--- src/rtl/gpu_pkg.sv ---
// Shared GPU definitions: program loader constants and state encoding, ISA opcodes.
package gpu_pkg;

   localparam logic [7:0] LOADER_MAGIC = 8'hA5;

   localparam logic [1:0] ERR_NONE         = 2'd0;
   localparam logic [1:0] ERR_BAD_COUNT    = 2'd1;
   localparam logic [1:0] ERR_BAD_CHECKSUM = 2'd2;

   typedef enum logic [2:0] {
      WAIT_MAGIC,
      COUNT_HI,
      COUNT_LO,
      PAYLOAD,
      CHECKSUM,
      DONE,
      ERROR
   } loader_state_t;

   typedef enum logic [3:0] {
      OP_NOP    = 4'h0,
      OP_BRANCH = 4'h1,
      OP_CMP    = 4'h2,
      OP_ADD    = 4'h3,
      OP_SUB    = 4'h4,
      OP_MUL    = 4'h5,
      OP_DIV    = 4'h6,
      OP_LDR    = 4'h7,
      OP_STR    = 4'h8,
      OP_CONST  = 4'h9,
      OP_RET    = 4'hF
   } opcode_t;

endpackage

--- src/rtl/program_loader_byte_packer.sv ---
// Assembles payload bytes MSB-first into instruction words.
module byte_packer
   import gpu_pkg::*;
#(
   parameter int INSTRUCTION_WIDTH = 32
) (
   input  logic                         clk_in,
   input  logic                         rst_in,
   input  logic                         clear,
   input  logic                         shift_en,
   input  logic [7:0]                   byte_in,
   output logic [INSTRUCTION_WIDTH-1:0] word,
   output logic                         at_last_byte,
   output logic                         word_complete
);

   localparam int BYTES_PER_WORD = INSTRUCTION_WIDTH / 8;
   localparam int CW = (BYTES_PER_WORD > 1) ? $clog2(BYTES_PER_WORD) : 1;

   logic [CW-1:0] byte_cnt;

   assign at_last_byte  = (byte_cnt == CW'(BYTES_PER_WORD - 1));
   assign word_complete = shift_en && at_last_byte;

   // Shift each accepted byte in from the bottom so the first byte ends up on top.
   always_ff @(posedge clk_in) begin
      if (!rst_in) begin
         word     <= '0;
         byte_cnt <= '0;
      end else if (clear) begin
         byte_cnt <= '0;
      end else if (shift_en) begin
         word     <= (word << 8) | INSTRUCTION_WIDTH'(byte_in);
         byte_cnt <= at_last_byte ? '0 : byte_cnt + CW'(1);
      end
   end

endmodule

--- src/rtl/program_loader.sv ---
// Serial program loader: parses a magic/count/payload/checksum frame into buffer writes.
module program_loader
   import gpu_pkg::*;
#(
   parameter int INSTRUCTION_WIDTH = 32,
   parameter int INSTRUCTION_COUNT = 512
) (
   input  logic                                 clk_in,
   input  logic                                 rst_in,
   input  logic [7:0]                           byte_in,
   input  logic                                 byte_valid_in,
   output logic                                 byte_ready_out,
   output logic                                 wr_en_out,
   output logic [$clog2(INSTRUCTION_COUNT)-1:0] wr_addr_out,
   output logic [INSTRUCTION_WIDTH-1:0]         wr_data_out,
   output logic                                 loading_out,
   output logic                                 done_out,
   output logic                                 error_out,
   output logic [1:0]                           error_code_out,
   output logic [15:0]                          program_length_out
);

   localparam int BYTES_PER_WORD = INSTRUCTION_WIDTH / 8;
   localparam int AW = $clog2(INSTRUCTION_COUNT);

   loader_state_t state, next_state;

   logic          active;
   logic          accept;
   logic [7:0]    count_hi;
   logic [15:0]   count;
   logic [15:0]   count_rx;
   logic [7:0]    checksum;
   logic [AW-1:0] word_cnt;
   logic          at_last_byte;
   logic          word_complete;
   logic          last_word;

   logic          start_frame;
   logic          latch_hi;
   logic          latch_lo;
   logic          shift_en;
   logic          count_err;
   logic          sum_err;
   logic          sum_ok;

   assign byte_ready_out = active && (state != DONE);
   assign accept         = byte_valid_in && byte_ready_out;
   assign count_rx       = {count_hi, byte_in};
   assign last_word      = at_last_byte && (16'(word_cnt) == count - 16'd1);
   assign done_out       = (state == DONE);

   byte_packer #(
      .INSTRUCTION_WIDTH(INSTRUCTION_WIDTH)
   ) u_packer (
      .clk_in       (clk_in),
      .rst_in       (rst_in),
      .clear        (start_frame),
      .shift_en     (shift_en),
      .byte_in      (byte_in),
      .word         (wr_data_out),
      .at_last_byte (at_last_byte),
      .word_complete(word_complete)
   );

   // State register.
   always_ff @(posedge clk_in) begin
      if (!rst_in) state <= WAIT_MAGIC;
      else         state <= next_state;
   end

   // Next-state decode and per-byte control strobes.
   always_comb begin
      next_state  = state;
      start_frame = 1'b0;
      latch_hi    = 1'b0;
      latch_lo    = 1'b0;
      shift_en    = 1'b0;
      count_err   = 1'b0;
      sum_err     = 1'b0;
      sum_ok      = 1'b0;
      case (state)
         WAIT_MAGIC: begin
            if (accept && byte_in == LOADER_MAGIC) begin
               next_state  = COUNT_HI;
               start_frame = 1'b1;
            end
         end
         COUNT_HI: begin
            if (accept) begin
               latch_hi   = 1'b1;
               next_state = COUNT_LO;
            end
         end
         COUNT_LO: begin
            if (accept) begin
               latch_lo = 1'b1;
               if (count_rx == 16'd0 || count_rx > 16'(INSTRUCTION_COUNT)) begin
                  count_err  = 1'b1;
                  next_state = ERROR;
               end else begin
                  next_state = PAYLOAD;
               end
            end
         end
         PAYLOAD: begin
            if (accept) begin
               shift_en = 1'b1;
               if (last_word) next_state = CHECKSUM;
            end
         end
         CHECKSUM: begin
            if (accept) begin
               if (byte_in == checksum) begin
                  sum_ok     = 1'b1;
                  next_state = DONE;
               end else begin
                  sum_err    = 1'b1;
                  next_state = ERROR;
               end
            end
         end
         DONE:    next_state = WAIT_MAGIC;
         ERROR:   next_state = WAIT_MAGIC;
         default: next_state = WAIT_MAGIC;
      endcase
   end

   // Frame datapath: counters, checksum, write strobe and status flags.
   always_ff @(posedge clk_in) begin
      if (!rst_in) begin
         active             <= 1'b0;
         count_hi           <= '0;
         count              <= '0;
         checksum           <= '0;
         word_cnt           <= '0;
         wr_en_out          <= 1'b0;
         wr_addr_out        <= '0;
         loading_out        <= 1'b0;
         error_out          <= 1'b0;
         error_code_out     <= ERR_NONE;
         program_length_out <= '0;
      end else begin
         active    <= 1'b1;
         wr_en_out <= word_complete;
         if (word_complete) begin
            wr_addr_out <= word_cnt;
            word_cnt    <= word_cnt + AW'(1);
         end
         if (start_frame) begin
            loading_out    <= 1'b1;
            error_out      <= 1'b0;
            error_code_out <= ERR_NONE;
            checksum       <= '0;
            word_cnt       <= '0;
         end
         if (latch_hi) count_hi <= byte_in;
         if (latch_lo) count    <= count_rx;
         if (shift_en) checksum <= checksum ^ byte_in;
         if (count_err || sum_err) begin
            loading_out    <= 1'b0;
            error_out      <= 1'b1;
            error_code_out <= count_err ? ERR_BAD_COUNT : ERR_BAD_CHECKSUM;
         end
         if (sum_ok) begin
            loading_out        <= 1'b0;
            program_length_out <= count;
         end
      end
   end

endmodule

--- config.mk ---
export PLATFORM = sky130hd
export DESIGN_NAME = program_loader
export DESIGN_NICKNAME = d
export VERILOG_FILES = /design/src/rtl/gpu_pkg.sv /design/src/rtl/program_loader_byte_packer.sv /design/src/rtl/program_loader.sv
export SDC_FILE = /design/constraint.sdc
export NUM_CORES = 1
export LEC_CHECK = 0
export ABC_AREA = 0
export BUFFER_PORTS_ARGS = -buffer_cell sky130_fd_sc_hd__buf_2
export CORE_ASPECT_RATIO = 1.75
export CORE_UTILIZATION = 56
export DETAILED_ROUTE_END_ITERATION = 7
export GPL_TIMING_DRIVEN = 0
export PLACE_DENSITY = 0.79
export SETUP_SLACK_MARGIN = 0.02
export SYNTH_ARGS = -nofsm -noshare
export SYNTH_HDL_FRONTEND = slang
export SYNTH_SLANG_ARGS = --single-unit
--- constraint.sdc ---
create_clock -name clk_in -period 2.75 [get_ports clk_in]
set_clock_uncertainty 0.1 [all_clocks]
set_input_delay 0.4125 -clock clk_in [delete_from_list [all_inputs] [get_ports clk_in]]
set_output_delay 0.4125 -clock clk_in [all_outputs]
set_load 0.02 [all_outputs]
==> impl_metrics.tcl <==
set metrics [dict create \
    status "finished, violations left" \
    violations_in_the_final_reports "DRC" \
    switching_share 0.211 \
    timing_hold_violations_final 0 \
    yosysMostFrequentCell "nand2_1" \
    synthToLayoutAreaGrowth_pct 16.6 \
    synth-edff-count 0 \
    multiInputGateArea_sq_mm 0.00226 \
    placement.setup.worst_slack_ns 0.0951 \
    gp_routability_congestion 0.938 \
    route.vias.total 4159 \
    cellInternalPower_mw 2.29 \
    fillerInstances 676 \
    drive_gt1_frac 0.157 \
    synth_area_per_cell_sq_um 8.21 \
    post-route-period-util 0.938 \
    final_nets 657 \
    wl_met2_um 6180 \
    start_util 0.578 \
    htreeDepth 3 \
    cpMaxStageDelayCell "or4b_4" \
    detailroute.wirelength.met3_um 380 \
    p_seq_frac 0.545 \
    overflow 0 \
    post-route-min-period_ns 2.58 \
    timing.hold.worst.start "rst_in" \
    grt_pass1_wl_um 18300 \
    synth_cells 561 \
    critPathRequiredTime_ns 2.85 \
    post-route-cell-area_sq_mm 0.00537 \
    cp_data_arrival_time_ns 2.68 \
    highest_fanout_seen_on_the_critical_path 6 \
    drc_errors 6 \
    syn_nets 575 \
    clk_pin_slew_ns 0.07 \
    synth.cells.most_frequent "nand2_1, dfxtp_1, a21oi_1" \
    wl_um 11400 \
    critPathLaunchType "register" \
    capture_point_of_the_worst_reg_to_reg_path "state[1]" \
    fp.dieH_um 122 \
    post-synth-top-area-fraction 0.474 \
    first_iter_violations 216 \
    reg2reg_from "count[0]" \
    grt_max_degree 17 \
    instances_no_fill 738 \
    drv.max_cap_violation_count 0 \
    ff_latch_area_sq_mm 0.00218 \
    cts_tree "built" \
    worstSetupEndpointType "register" \
    num_rows 43 \
    rrSetupSlack_ns 0.17 \
    top_cells_by_area_synth "dfxtp_1, nand2_1, a21oi_1" \
    cts-buffers-inserted 9 \
    min_path_type "input port to register" \
    detail_route.first_pass.iterations 7 \
    avgViaCountPerCell 5.64 \
    num_antenna_cells 0 \
    setup_viol_count_final 0 \
    quantity_of_i_o_buffers_inserted_on_ports 71 \
    power.switching_uw 612 \
    synth_area_leader_cell "dfxtp_1" \
    finalMaxSlewViolations 0 \
    critPathKind "register to register" \
    detailedPlacementHpwl_um 8610 \
    ys.flop_type "dfxtp_1" \
    cts_root_buf "clkbuf_16" \
    clock_power_share 0.431 \
    worst_margin_slew_ns 0.718 \
    rsz0062_at_grt "false" \
    fp.dieArea_sq_mm 0.00860 \
    route.layer.met1.wl_um 4370 \
    postSynth.asyncResetShare 0 \
    dpl-instance-area_sq_mm 0.00507 \
    p_comb_frac 0.024 \
    cpPeakStageDelay_ns 0.52 \
    synth.yosys.warnings 0 \
    register_bit_total_from_synthesis 109 \
    synthDistinctLibCells 48 \
    top_layer "met4" \
    timing.final.ws_setup_ns 0.171 \
    finalHoldWorstSlack_ns 0.190 \
    chipWidth_um 70.5 \
    power-per-cell-area_mw_per_mm2 540 \
    antenna_left 0 \
    post_drt_wl_per_cell_um 15.4 \
    cts-root-to-sink-buffers 2 \
    pin_count 75 \
    rr_worst_depth 8 \
    placed_instance_count 722 \
    overall_global_routing_usage 0.271 \
    worst_skew_pair.late_latency_ns 0.34 \
    leakage_nw 2.05 \
    worstPathCellList "inv_1 > ha_1 > or4b_4 > nor4b_2 > xnor2_1 > nand4_1 > a2111oi_4 > a211oi_1" \
    grt_antenna_before_repair 0 \
    core_region_area_sq_mm 0.00796 \
    clock_sink_count 109 \
    synthesis.area_sq_mm 0.00460 \
    grt_pass1_vias 3931 \
    timing.setup.tns_ns 0 \
    synth-seq-area-share 0.474 \
    timing.fmax_mhz 388 \
    peakVddDrop_v 0.000568 \
    hold-path-cell-count 1 \
    min_delay_worst_endpoint "active" \
    maxSlewHeadroom 0.519 \
]
## logic make-up (layout without fill, tap and decap cells)
kind of cell / after synthesis / count (layout) / share of synthesized area
xor+xnor: 27 / 27 / 0.0514
mux: 24 / 24 / 0.0522
fa+ha+maj: 3 / 3 / 0.00816
buf+inv: 42 / 129 / 0.0356
flops: 109 / 109 / 0.474
compound gates: 103 / 103 / 0.130
simple gates: 253 / 253 / 0.249
## layout by cell type (no fill, tap or decap), types with 4 or more instances in the layout
master / synthesis / layout
nand4_1: 4 / 4
clkbuf_1: 31 / 33
nand3_1: 9 / 9
nor2_1: 42 / 42
a21oi_1: 71 / 71
nand3b_1: 4 / 4
xor2_1: 16 / 16
nor2b_1: 4 / 4
or2_2: 5 / 5
clkbuf_16: 0 / 9
xnor2_1: 11 / 11
dfxtp_1: 109 / 109
nor4_1: 8 / 8
nor3_1: 11 / 11
o21ai_0: 13 / 13
o21a_1: 5 / 5
inv_1: 7 / 7
buf_2: 2 / 73
mux2i_1: 24 / 24
nand2_1: 143 / 143
## timing repair
item	CTS	global route
hold buffers	0	0
gates resized for setup	0	1
setup buffers	0	0
setup endpoints to repair	0	3
## worst max-delay path by stage
stage          startpoint                     to  slack [ns]  cells after the start
3_5_place_dp   byte_in[4]  program_length_out[3]         0.1                      8
4_1_cts          count[0]               state[1]        0.10                      8
3_3_place_gp   byte_in[4]  program_length_out[9]        0.14                      8
5_1_grt          count[0]               state[1]        0.06                      8
2_1_floorplan    count[0]               state[1]        0.36                      8
6_report         count[0]               state[1]        0.17                      8
## state kept, by name, indices dropped and copies added (netlist names), 3 cells and up
name                flops
checksum                8
count                  16
count_hi                8
program_length_out     16
state                   3
u_packer.word          32
word_cnt                9
wr_addr_out             9
## layout make-up
class | count | share of cell area
Tap cell | 90 | 0.0210
Sequential cell | 109 | 0.407
Clock inverter | 2 | 0.00303
Multi-Input combinational cell | 410 | 0.422
Clock buffer | 14 | 0.0510
Inverter | 7 | 0.00490
Buffer | 35 | 0.0256
Timing Repair Buffer | 71 | 0.0662
## critical path: cells and delay by family, from the launching register on
family / cells / cell delay, ns
AND/OR/NAND/NOR: 3 / 0.98
AO/OA/AOI/OAI: 2 / 0.54
flip-flops: 1 / 0.38
adder cells (fa/ha/maj): 1 / 0.19
XOR/XNOR: 1 / 0.17
buffers and inverters: 1 / 0.09
## power groups by stage
| stage | sequential (mW) | clock (mW) | combinational, mW |
|---|---|---|---|
| 2_1_floorplan | 1.62 | 0 | 0.0370 |
| 3_3_place_gp | 1.62 | 0 | 0.0670 |
| 3_5_place_dp | 1.62 | 0 | 0.0680 |
| 5_1_grt | 1.58 | 1.32 | 0.0741 |
| 6_report | 1.58 | 1.25 | 0.0689 |
| 4_1_cts | 1.58 | 1.26 | 0.0682 |
## per-layer routing
metal,global-route usage,vias to the layer above
met5,0,-
met4,0.149,0
met3,0.0389,30
met2,0.513,117
met1,0.284,1962
li1,-,2050
## stage by stage
stage               total power, mW  utilization
floorplan                      1.65            -
global placement               1.68        0.637
detailed placement             1.68        0.637
CTS                            2.91        0.673
global route                   2.98        0.674
finish                         2.90        0.674
(Power assumes the default switching activity.)
